**config.mk**
```make
export PLATFORM = sky130hd
export DESIGN_NAME = draw_bullet
export DESIGN_NICKNAME = d
export VERILOG_FILES = /design/src/rtl/draw_bullet.sv
export SDC_FILE = /design/constraint.sdc
export NUM_CORES = 1
export LEC_CHECK = 0
export ABC_AREA = 1
export CAP_MARGIN = 20
export CELL_PAD_IN_SITES_DETAIL_PLACEMENT = 1
export CELL_PAD_IN_SITES_GLOBAL_PLACEMENT = 1
export CORE_UTILIZATION = 31
export DETAILED_ROUTE_END_ITERATION = 10
export GPL_TIMING_DRIVEN = 1
export PLACE_DENSITY_LB_ADDON = 0.1
export SLEW_MARGIN = 15
export SYNTH_ARGS = -nofsm -noshare
export SYNTH_HDL_FRONTEND = slang
export SYNTH_SLANG_ARGS = --single-unit
```
**constraint.sdc**
```tcl
create_clock -name clk -period 5.4 [get_ports clk]
set_clock_uncertainty 0.05 [all_clocks]
set_input_delay 0.54 -clock clk [delete_from_list [all_inputs] [get_ports clk]]
set_output_delay 0.54 -clock clk [all_outputs]
set_load 0.005 [all_outputs]
```
**src/rtl/draw_bullet.sv**
```systemverilog
// Single-projectile overlay stage: arms on a fire request, launches from the barrel on the
// next frame boundary, steps once per frame, retires at the screen edge, then cools down.
module draw_bullet #(
    parameter int          H_RES           = 800,
    parameter int          V_RES           = 600,
    parameter int          BULLET_SIZE     = 4,
    parameter int          SPEED           = 4,
    parameter int          COOLDOWN_FRAMES = 30,
    parameter logic [11:0] BULLET_COLOR    = 12'hF00
) (
    input  logic        clk,
    input  logic        rst,
    input  logic [10:0] hcount_in,
    input  logic [9:0]  vcount_in,
    input  logic        hsync_in,
    input  logic        vsync_in,
    input  logic        hblnk_in,
    input  logic        vblnk_in,
    input  logic [11:0] rgb_in,
    input  logic        select_in,
    input  logic [9:0]  xpos_tank_in,
    input  logic [9:0]  ypos_tank_in,
    input  logic [1:0]  direction_tank_in,
    input  logic        fire,
    output logic [10:0] hcount_out,
    output logic [9:0]  vcount_out,
    output logic        hsync_out,
    output logic        vsync_out,
    output logic        hblnk_out,
    output logic        vblnk_out,
    output logic [11:0] rgb_out,
    output logic [9:0]  xpos_bullet_out,
    output logic [9:0]  ypos_bullet_out,
    output logic        bullet_active,
    output logic        bullet_done
);

    // state    | meaning
    // IDLE     | no bullet, accepting fire requests
    // ARMED    | spawn latched, waiting for the next frame tick
    // FLYING   | bullet on screen, one step per frame tick
    // COOLDOWN | bullet retired, counting frames before re-arming
    typedef enum logic [1:0] {IDLE, ARMED, FLYING, COOLDOWN} state_t;

    localparam int CD_W = (COOLDOWN_FRAMES < 1) ? 1 : $clog2(COOLDOWN_FRAMES + 1);
    localparam logic [CD_W-1:0] CD_LOAD = CD_W'(COOLDOWN_FRAMES);
    localparam logic [CD_W-1:0] CD_ONE  = CD_W'(1);
    localparam logic [10:0] S          = 11'(BULLET_SIZE);
    localparam logic [10:0] SPD        = 11'(SPEED);
    localparam logic [10:0] HR         = 11'(H_RES);
    localparam logic [10:0] VR         = 11'(V_RES);
    localparam logic [10:0] TANK_LONG  = 11'd64;
    localparam logic [10:0] BARREL_OFS = 11'd22;

    state_t          state;
    logic            vblnk_d;
    logic            tick;
    logic [10:0]     latch_x;
    logic [10:0]     latch_y;
    logic [1:0]      latch_dir;
    logic [10:0]     xb;
    logic [10:0]     yb;
    logic [CD_W-1:0] cd_cnt;

    logic [10:0] tank_x;
    logic [10:0] tank_y;
    logic [10:0] spawn_x;
    logic [10:0] spawn_y;
    logic        spawn_ok;
    logic [10:0] step_x;
    logic [10:0] step_y;
    logic        exit_screen;
    logic [10:0] vcount_ext;
    logic        hit;

    assign tick       = vblnk_in & ~vblnk_d;
    assign tank_x     = {1'b0, xpos_tank_in};
    assign tank_y     = {1'b0, ypos_tank_in};
    assign vcount_ext = {1'b0, vcount_in};

    assign xpos_bullet_out = xb[9:0];
    assign ypos_bullet_out = yb[9:0];

    always_comb begin
        spawn_x  = tank_x;
        spawn_y  = tank_y;
        spawn_ok = 1'b0;
        case (direction_tank_in)
            2'd0: begin
                spawn_x  = tank_x + BARREL_OFS;
                spawn_y  = tank_y - S;
                spawn_ok = (tank_y >= S);
            end
            2'd1: begin
                spawn_x  = tank_x + BARREL_OFS;
                spawn_y  = tank_y + TANK_LONG;
                spawn_ok = (tank_y + TANK_LONG + S <= VR);
            end
            2'd2: begin
                spawn_x  = tank_x - S;
                spawn_y  = tank_y + BARREL_OFS;
                spawn_ok = (tank_x >= S);
            end
            default: begin
                spawn_x  = tank_x + TANK_LONG;
                spawn_y  = tank_y + BARREL_OFS;
                spawn_ok = (tank_x + TANK_LONG + S <= HR);
            end
        endcase
    end

    // Exit test looks at the step that would be taken, so the bullet never draws off-screen.
    always_comb begin
        step_x      = xb;
        step_y      = yb;
        exit_screen = 1'b0;
        case (latch_dir)
            2'd0: begin
                step_y      = yb - SPD;
                exit_screen = (yb < SPD);
            end
            2'd1: begin
                step_y      = yb + SPD;
                exit_screen = (yb + SPD + S > VR);
            end
            2'd2: begin
                step_x      = xb - SPD;
                exit_screen = (xb < SPD);
            end
            default: begin
                step_x      = xb + SPD;
                exit_screen = (xb + SPD + S > HR);
            end
        endcase
    end

    assign hit = (state == FLYING) && !hblnk_in && !vblnk_in &&
                 (hcount_in >= xb) && (hcount_in < xb + S) &&
                 (vcount_ext >= yb) && (vcount_ext < yb + S);

    always_ff @(posedge clk or posedge rst) begin
        if (rst) begin
            state         <= IDLE;
            vblnk_d       <= 1'b0;
            latch_x       <= '0;
            latch_y       <= '0;
            latch_dir     <= '0;
            xb            <= '0;
            yb            <= '0;
            cd_cnt        <= '0;
            hcount_out    <= '0;
            vcount_out    <= '0;
            hsync_out     <= 1'b0;
            vsync_out     <= 1'b0;
            hblnk_out     <= 1'b0;
            vblnk_out     <= 1'b0;
            rgb_out       <= '0;
            bullet_active <= 1'b0;
            bullet_done   <= 1'b0;
        end else begin
            vblnk_d     <= vblnk_in;
            hcount_out  <= hcount_in;
            vcount_out  <= vcount_in;
            hsync_out   <= hsync_in;
            vsync_out   <= vsync_in;
            hblnk_out   <= hblnk_in;
            vblnk_out   <= vblnk_in;
            rgb_out     <= hit ? BULLET_COLOR : rgb_in;
            bullet_done <= 1'b0;
            case (state)
                IDLE: begin
                    if (fire && select_in && spawn_ok) begin
                        latch_x   <= spawn_x;
                        latch_y   <= spawn_y;
                        latch_dir <= direction_tank_in;
                        state     <= ARMED;
                    end
                end
                ARMED: begin
                    if (tick) begin
                        xb            <= latch_x;
                        yb            <= latch_y;
                        bullet_active <= 1'b1;
                        state         <= FLYING;
                    end
                end
                FLYING: begin
                    if (tick) begin
                        if (exit_screen) begin
                            bullet_done   <= 1'b1;
                            bullet_active <= 1'b0;
                            cd_cnt        <= CD_LOAD;
                            state         <= COOLDOWN;
                        end else begin
                            xb <= step_x;
                            yb <= step_y;
                        end
                    end
                end
                COOLDOWN: begin
                    if (tick) begin
                        if (cd_cnt == '0) state <= IDLE;
                        else              cd_cnt <= cd_cnt - CD_ONE;
                    end
                end
                default: state <= IDLE;
            endcase
        end
    end

endmodule

```
==> impl_metrics.json <==
{
  "rsz0062_at_grt": "false",
  "status": "finished, final reports clean",
  "nets": 1250,
  "cts-resized-gates": 0,
  "fin_crit_sh": 0.687,
  "r2r-start": "xb[2]",
  "synth_nets": 1153,
  "antenna_found_initial": 0,
  "final_layout_size_suffix_gt1_frac": 0.0644,
  "die_y_um": 155,
  "grt_pass1_vias": 6967,
  "postCtsSetupBuffers": 0,
  "cts_buffer_depth": 2,
  "endpoint_kind": "register",
  "ir_worst_vdd_mv": 0.183,
  "cp_max_fo": 12,
  "cpMaxStageDelayCell": "a21oi_1",
  "cp.arrival_ps": 3950,
  "synthTopCellsByArea": "dfrtp_1 32%, ha_1 13%, nand2_1 12%",
  "worstMarginPinSlew_ps": 988,
  "cp_cell_sequence": "ha_1, nand4_1, or2_2, xor2_1, ha_1, a21oi_1, o21ai_0, a21oi_1, nand4_1, or2_2, a21oi_1, or2_2",
  "fin_crit_ps": 3710,
  "cts_root_buffer": "clkbuf_16",
  "finalHoldViolCount": 0,
  "setup_ws_ps": 1690,
  "cts_made_buffers": 9,
  "synth_mux_area_frac": 0,
  "seq_power_share": 0.288,
  "track_usage": 0.185,
  "drt_iter0_drc": 248,
  "place_congestion": 0.817,
  "finalSetupViolCount": 0,
  "yosysTopAreaCellShare": 0.316,
  "yosysSeqAreaShare": 0.316,
  "initial_utilization": 0.318,
  "synthesis.area_um2": 7280,
  "path_delay_family": "compound AO/OA/AOI/OAI gates",
  "synth_largest_area_cell": "dfrtp_1",
  "final_max_slew_viol_count": 0,
  "worst_slew_margin_rel": 0.341,
  "synthCells": 1016,
  "min_from": "cd_cnt[1]",
  "grt_max_degree": 50,
  "yosysMostFrequentCell": "nand2_1",
  "fmax_ghz": 0.270,
  "postRouteAntennaNets": 0,
  "fin_tns_setup_ps": 0,
  "wl_per_cell_um": 15.1,
  "cp-start-kind": "register",
  "crit_type": "reg -> reg",
  "p_comb_frac": 0.537,
  "die-area_um2": 24100,
  "core-area_um2": 22800,
  "p_int_mw": 2.06,
  "synth_top_family_by_area": "simple AND/OR/NAND/NOR gates",
  "synth-compound-area-share": 0.135,
  "rows": 55,
  "clk_latency_ps": 360,
  "hold_class": "reg -> reg",
  "port_buffers": 121,
  "synth_flop_cell": "dfrtp_1",
  "path_clk_slew_ps": 70,
  "yosysWarnings": 0,
  "dp_hpwl_um": 17200,
  "pin_count": 122,
  "pre_cts_slack_ps": 1670,
  "yosys-top-cells-count": "233 x nand2_1, 121 x inv_1, 94 x nor2_1",
  "area_growth_pct": 23.5,
  "instances_no_fill": 1431,
  "critPathLaunch": "xb[2]",
  "slowest_delay_ps": 760,
  "crit_buf_inv": 0,
  "synthArstFlopShare": 1.00,
  "p_sw_mw": 1.88,
  "crit_required_ps": 5650,
  "synth_adder_area_share": 0.127,
  "cts_hold_buf": 0,
  "clkPwrFrac": 0.175,
  "dr_total_vias": 6878,
  "avgSynthCellArea_um2": 7.16,
  "maxCapViolations": 0,
  "leakage_nw": 4.18,
  "powerDensity_nw_per_um2": 438,
  "dr.pass1.iters": 4,
  "cts_tree": "yes",
  "die_width_um": 155,
  "p_sw_frac": 0.477,
  "via_per_inst": 4.81,
  "dp.cells": 1415,
  "routed_wl_um": 21600,
  "grt_pass1_wl_um": 35600,
  "cts_max_level": 3,
  "clkSinkCount": 92,
  "synth_xor_area_frac": 0.0229,
  "netlist-cell-type-count": 43,
  "grt-ovfl-total": 0,
  "drc": 0,
  "ys_seq_elements": 92,
  "synth-edff-count": 0,
  "n_antenna_cell": 0,
  "synthSimpleGateAreaFrac": 0.295
}
## metal layers
metal / track usage / vias up / share of wire
met5: 0 / - / 0
met4: 0.0500 / 0 / 0.013
met3: 0.0164 / 16 / 0.023
met2: 0.317 / 102 / 0.47
met1: 0.250 / 3242 / 0.50
li1: - / 3518 / -
## power by group through the flow
stage / registers [mW] / clock network, mW / logic [mW]
3_3_place_gp: 1.14 / 0 / 2.09
2_1_floorplan: 1.05 / 0 / 1.57
6_report: 1.13 / 0.690 / 2.11
5_1_grt: 1.17 / 0.739 / 2.43
4_1_cts: 1.14 / 0.712 / 2.15
3_5_place_dp: 1.15 / 0 / 2.13
## through the flow
step	power [mW]	utilization	hold WS (ps)	instance area (µm²)
finish	3.94	0.393	433	8980
global route	4.34	0.393	471	8980
CTS	4.00	0.393	434	8980
detailed placement	3.28	0.379	417	8670
global placement	3.23	0.379	407	8670
floorplan	2.62	-	392	7280
## state kept, by name, indices dropped and copies added (netlist names), 2 cells and up
name / flops
yb: 11
xb: 11
rgb_out: 12
latch_x: 11
cd_cnt: 5
latch_dir: 2
vcount_out: 10
state: 2
latch_y: 11
hcount_out: 11
## worst reg2reg max path: cells and delay by family (launching register included)
kind / cells / cell delay, ps
simple gates: 5 / 1090
compound gates: 4 / 1140
flops: 1 / 530
xor+xnor: 1 / 230
fa+ha+maj: 2 / 610
## worst paths after layout
path / end / slack (ps) / depth (start not counted)
max: rgb_out[9] / 1690 / 12
min in group asynchronous: vcount_out[9] / 550 / 2
min: cd_cnt[1] / 430 / 2
max in group asynchronous: latch_x[9] / 3650 / 3
min reg2reg: cd_cnt[1] / 430 / 2
max reg2reg: rgb_out[9] / 1690 / 12
## layout by cell type (no fill, tap or decap), types with 3 or more instances in the layout
cell / count
dfrtp_1: 92
nor2_1: 94
nand3_1: 69
nand2_1: 233
inv_1: 120
a31oi_1: 7
nor2_4: 4
o21ai_1: 12
o21bai_1: 3
nor2_2: 3
xor2_1: 17
o211ai_1: 4
nand4_1: 28
nand2_2: 11
buf_4: 4
clkbuf_16: 9
nand2_4: 5
ha_1: 74
clkinv_1: 4
a211oi_1: 3
clkdlybuf4s50_1: 121
nand3_2: 4
o22ai_1: 6
o21ai_0: 86
a21oi_1: 48
inv_2: 10
nor3_1: 11
or2_2: 10
## cells by family (layout without fill, tap and decap cells)
kind of cell / Yosys count / in the layout
buffers and inverters: 174 / 276
XOR/XNOR: 19 / 19
AND/OR/NAND/NOR: 478 / 478
AO/OA/AOI/OAI: 179 / 179
adder cells (fa/ha/maj): 74 / 74
flip-flops: 92 / 92
## final cells by class
type	instances	area (µm²)
clock inverters	7	92.6
well taps	313	392
fillers	2952	13900
inverters	135	509
multi-input cells	750	4220
repair buffers	125	1240
flip-flops and latches	92	2300
clock buffers	9	225
Power figures use the tool's default switching activity.
==> edit 1 (same settings) <==
`COOLDOWN_FRAMES`: 30 -> 60.
--- a/src/rtl/draw_bullet.sv
+++ b/src/rtl/draw_bullet.sv
@@ -6,5 +6,5 @@
     parameter int          BULLET_SIZE     = 4,
     parameter int          SPEED           = 4,
-    parameter int          COOLDOWN_FRAMES = 30,
+    parameter int          COOLDOWN_FRAMES = 60,
     parameter logic [11:0] BULLET_COLOR    = 12'hF00
 ) (
Formal check against the unedited RTL: no difference found for any inputs over 4 cycles, from zero or initial values and one cycle with rst high; that may be too few to reach the edited logic, so the function may still have changed.
==> edit 1 against the unedited design <==
  * Design area about the same
  * Routed wire length decreased by 1.9%
  * Total power increased by 5.5%
  * Worst setup slack worse by 3.9 ps
  * Largest cell class unchanged
  * Highest routed layer unchanged
  * Sequential cell count increased by 1
  * Maximum frequency shrank 0.11%
  * Area after synthesis grew 0.69%
  * Via count fell by 3.5%
==> edit 1: results (changes against the unedited design) <==
Setup path
  – Setup crit end: rgb_out[11]$_DFF_PP0_
  – Reg2Reg Depth: 14 (+2)
  – Crit path max fanout: 12 (unchanged)
  – Crit path DAT: 3950 ps (about the same)
  – Reg-to-reg slack, setup: 1690 ps (about the same)
  – Largest stage delay, worst path: 630 ps (-130 ps)
  – Slowest stage cell, crit path: a21oi_1

Synthesis
  – Most used DFF post-synth: dfrtp_1
  – Ys Warns: 0 (unchanged)
  – Commonest cells in the netlist: nand2_1 (184), inv_1 (113), dfrtp_1 (93)
  – Net Count, Synth: 1109 (-3.8%)
  – Top cells by area, synth: dfrtp_1 (32%), ha_1 (13%), nand2_1 (9.4%)
  – Asr flop ratio synth: 1.00 (unchanged)
  – Synth cell types: 51 (+19%)
  – Register area share after synthesis: 0.318 (+0.00125)

Cells and area
  – Fraction of layout cells with a size suffix above 1: 0.0897 (+0.0253)
  – Number of flip-flops in the largest register: 12 (unchanged)
  – Ant diodes: 0 (unchanged)
  – Filler cells: 2832 (-4.1%)
  – Fin nets: 1202 (-3.8%)

Run status
  – Status: completed

Clock tree
  – Inserted Clock Buffers: 9 (unchanged)
  – Setup bufs post-CTS: 0 (unchanged)
  – Clock root cell: clkbuf_16
  – Clk_lat worst skew: 350 ps
  – Longest Clk Path Bufs: 2 (unchanged)

Global route
  – Vias in the first global route: 6649 (-4.6%)
  – First-pass GRT wire length: 35000 µm (-1.7%)
  – Largest net degree at the start of global routing: 56 (+12%)
  – Initial antenna violation count: 0 (unchanged)
  – GRT Total Usage: 0.183 (-0.00287)

Power
  – Max IR drop VDD: 0.148 mV (-19%)
  – Leakage power: 4.13 nW (-1.3%)
  – Net load switching power: 1.94 mW (+3.4%)

Placed design
  – Dpl hpwl: 17000 µm (-1.1%)
  – Port Buffer Count: 121 (unchanged)
  – GP Congestion: 0.845 (+3.4%)

Detailed routing
  – Drt initial violations: 285 (+15%)
  – Wire per inst: 15.3 µm (+1.5%)
  – Drt pass-1 iters: 4 (unchanged)
  – Via-per-instance ratio: 4.80 (-0.20%)

Min path
  – Hold_sp: bullet_active$_DFFE_PP0P_
  – Worst Hold Class: flop to flop

STA
  – Worst-Margin Slew: 800 ps (-188 ps)
==> edit 1: worst min-delay path by stage <==
stage,endpoint,cells past startpoint
2_1_floorplan,cd_cnt[5]$_DFFE_PP0P_,2
4_1_cts,bullet_active$_DFFE_PP0P_,2
3_5_place_dp,bullet_active$_DFFE_PP0P_,2
6_report,bullet_active$_DFFE_PP0P_,2
3_3_place_gp,cd_cnt[5]$_DFFE_PP0P_,2
5_1_grt,cd_cnt[5]$_DFFE_PP0P_,2
==> edit 1: final cells by class <==
class	instances	area (µm²)	area share
clock inverters	5	81.3	0.00905
well taps	313	392	0.0436
multi-input cells	708	4220	0.469
repair buffers	124	1230	0.137
flip-flops and latches	93	2330	0.259
inverters	129	487	0.0541
clock buffers	11	253	0.0281
==> edit 1: logic make-up (layout without fill, tap and decap cells) <==
kind of cell               count (synthesis)  count (layout)  share of synthesized area
AOI/OAI and AO/OA                        188             188                      0.149
DFF                                       93              93                      0.318
xor gates and xnor gates                  32              32                     0.0403
adders and majority gates                 74              74                      0.126
and+or+nand+nor                          414             414                      0.260
buffers and inverters                    171             269                      0.107
==> edit 1: worst max-delay path: cells and delay by family (launching register included) <==
kind / cells / cell delay [ps]
fa+ha+maj: 2 / 540
simple gates: 5 / 1000
flops: 1 / 560
buf+inv: 1 / 100
compound gates: 5 / 1200
xor+xnor: 1 / 210
==> edit 1: power groups by stage <==
stage / Combinational (mW) / Clock, mW / Sequential (mW)
2_1_floorplan: 1.78 / 0 / 1.07
3_3_place_gp: 2.29 / 0 / 1.16
3_5_place_dp: 2.31 / 0 / 1.17
4_1_cts: 2.33 / 0.749 / 1.15
5_1_grt: 2.62 / 0.768 / 1.19
6_report: 2.28 / 0.720 / 1.15
==> edit 1: stage by stage <==
step	cell area, µm²	std cells	setup slack (ps)	hold slack (ps)
after floorplan	7330	972	2390	392
after global placement	8660	1367	1720	408
after detailed placement	8660	1367	1580	408
after CTS	8990	1383	1550	427
after global routing	8990	1383	1280	454
final	8990	1383	1690	420
==> edit 1: metal layers <==
layer | vias to the layer above | GRT usage | share of wire
met2 | 108 | 0.303 | 0.46
met4 | 0 | 0.0476 | 0.0096
li1 | 3387 | - | -
met1 | 3129 | 0.250 | 0.50
met5 | - | 0 | 0
met3 | 10 | 0.0219 | 0.030
==> edit 2 (same flow settings) <==
Made on the original files. Encoding of `state_t`: now Gray code (2 bits for 4 states).
--- a/src/rtl/draw_bullet.sv
+++ b/src/rtl/draw_bullet.sv
@@ -41,5 +41,5 @@
     // FLYING   | bullet on screen, one step per frame tick
     // COOLDOWN | bullet retired, counting frames before re-arming
-    typedef enum logic [1:0] {IDLE, ARMED, FLYING, COOLDOWN} state_t;
+    typedef enum logic [1:0] {IDLE = 2'b00, ARMED = 2'b01, FLYING = 2'b11, COOLDOWN = 2'b10} state_t;
 
     localparam int CD_W = (COOLDOWN_FRAMES < 1) ? 1 : $clog2(COOLDOWN_FRAMES + 1);
Function: same outputs for any inputs over 4 cycles, from zero or initial values and one cycle with rst high; so few cycles prove little.
==> edit 2 against the unedited design <==
  * Sequential cell count did not move
  * Area after synthesis fell by 0.79%
  * Die area fell by 0.78%
  * Total power fell by 6.7%
  * Routed wire length fell by 3.0%
  * Worst setup slack improved by 500 ps
  * Design area fell by 1.7%
  * Final cell count fell by 3.4%
  * Critical path type is now primary input to flop
  * Critical endpoint is now latch_y[10]$_DFFE_PP0P_
  * Largest power group unchanged
==> edit 2: results (changes against the unedited design) <==
Run status
  – Status: completed

Clock tree
  – Max H-tree Level: 3 (unchanged)
  – Longest Clk Path Bufs: 2 (unchanged)
  – Clk_lat worst skew: 350 ps
  – Clock root cell: clkbuf_16
  – Setup bufs post-CTS: 0 (unchanged)
  – Inserted Clock Buffers: 9 (unchanged)
  – Reg clk slew, reported paths: 60 ps
  – Post-CTS sizing: 0 (unchanged)

Placed design
  – DP Worst Slack: 1810 ps (+146 ps)
  – DP Cell Count: 1368 (-3.3%)
  – Placed Area: 8540 µm² (-1.5%)
  – Dpl hpwl: 16700 µm (-3.1%)
  – Port Buffer Count: 121 (unchanged)
  – GP Congestion: 0.822 (+0.53%)

Detailed routing
  – Wire per inst: 15.1 µm (+0.37%)
  – Drt pass-1 iters: 4 (unchanged)
  – Post-route DRC: 0 (unchanged)
  – Antenna Nets Post-Route: 0 (unchanged)
  – Drt initial violations: 223 (-10%)
  – Via-per-instance ratio: 4.87 (+1.3%)

Synthesis
  – Commonest cells in the netlist: nand2_1 (245), inv_1 (114), dfrtp_1 (92)
  – Asr flop ratio synth: 1.00 (unchanged)
  – Most used DFF post-synth: dfrtp_1
  – Post-synthesis cell count: 1004 (-1.2%)
  – Ys Warns: 0 (unchanged)
  – Register area share after synthesis: 0.319 (+0.00252)
  – Synth cell types: 47 (+9.3%)
  – Net Count, Synth: 1135 (-1.6%)
  – Top cells by area, synth: dfrtp_1 (32%), nand2_1 (13%), ha_1 (12%)

Cells and area
  – Fin nets: 1225 (-2.0%)
  – Ant diodes: 0 (unchanged)
  – Reg with most FFs: rgb_out
  – Number of flip-flops in the largest register: 12 (unchanged)
  – Final Non-Filler Cells: 1383 (-3.4%)
  – Filler cells: 2817 (-4.6%)
  – Fraction of layout cells with a size suffix above 1: 0.0592 (-0.00520)

STA
  – Hold WS: 428 ps (-5.34 ps)
  – Final Cycle Share: 0.594 (-0.0926)
  – Setup violations, final: 0 (unchanged)
  – Worst-Margin Slew: 795 ps (-193 ps)

Setup path
  – Slowest stage cell, crit path: clkdlybuf4s50_1
  – Crit path max fanout: 28 (+16)
  – Reg-to-reg slack, setup: 2190 ps (+500 ps)
  – Largest stage delay, worst path: 830 ps (+70 ps)
  – Crit path DAT: 3380 ps (-570 ps)
  – Top delay family on crit path: buffers and inverters

Global route
  – Largest net degree at the start of global routing: 50 (unchanged)
  – Initial antenna violation count: 0 (unchanged)
  – Vias in the first global route: 6787 (-2.6%)
  – First-pass GRT wire length: 34600 µm (-2.9%)
  – GRT Total Usage: 0.180 (-0.00545)

Min path
  – Worst Hold Class: flop to flop

Power
  – Leakage power: 4.15 nW (-0.66%)
  – Max IR drop VDD: 0.186 mV (+1.2%)
## edit 2: changes by cell type after synthesis, moves of 6 or more
cell	unedited run	this run
o21ai_0	86	69
nand2_1	233	245
nand4_1	28	37
nand3_1	69	61
nor2_1	94	86
o211ai_1	4	12
or2_2	10	2
inv_1	121	114
buf_2	6	12
ha_1	74	68
## edit 2: final timing paths
check | cells after the start | from | to
min reg2reg | 2 | xb[10]$_DFFE_PP0P_ | xb[10]$_DFFE_PP0P_
max in group asynchronous | 3 | rst | latch_x[7]$_DFFE_PP0P_
max reg2reg | 16 | xb[4]$_DFFE_PP0P_ | rgb_out[6]$_DFF_PP0_
min | 2 | xb[10]$_DFFE_PP0P_ | xb[10]$_DFFE_PP0P_
min in group asynchronous | 2 | rst | hcount_out[3]$_DFF_PP0_
max | 11 | direction_tank_in[1] | latch_y[10]$_DFFE_PP0P_
## edit 2: report_power, final
group | internal (mW) | switching (mW)
clock | 0.368 | 0.272
sequential | 0.892 | 0.258
combinational | 0.747 | 1.14
total | 2.01 | 1.67
## edit 2: tightest hold or removal path: cells and delay by family (launching register included)
family | cells | cell delay, ps
DFF | 1 | 350
and+or+nand+nor | 2 | 100
## edit 2: cell type report
cell class | instances | area (µm²) | share of cell area
sequential | 92 | 2300 | 0.261
multi-input combinational | 736 | 4150 | 0.470
tap | 285 | 357 | 0.0404
timing repair buffer | 125 | 1240 | 0.141
clock buffer | 11 | 243 | 0.0275
clock inverter | 4 | 50.0 | 0.00567
inverter | 130 | 490 | 0.0555
## edit 2: stage by stage
stage	util	power [mW]
2_1_floorplan	-	2.48
3_3_place_gp	0.376	3.03
3_5_place_dp	0.376	3.07
4_1_cts	0.389	3.73
5_1_grt	0.389	4.05
6_report	0.389	3.67
## edit 2: metal layers
layer / up-vias / GRT usage / wire [µm]
li1: 3462 / - / -
met3: 13 / 0.0174 / 508
met2: 116 / 0.304 / 9630
met5: - / 0 / 0
met1: 3144 / 0.242 / 10500
met4: 0 / 0.0552 / 247
## edit 2: cell families after synthesis
kind of cell / Yosys count / share of synthesized area
AND/OR/NAND/NOR: 473 / 0.289
buffers and inverters: 176 / 0.106
AO/OA/AOI/OAI: 166 / 0.130
flip-flops: 92 / 0.319
adder cells (fa/ha/maj): 68 / 0.118
XOR/XNOR: 27 / 0.0348
multiplexers: 2 / 0.00312
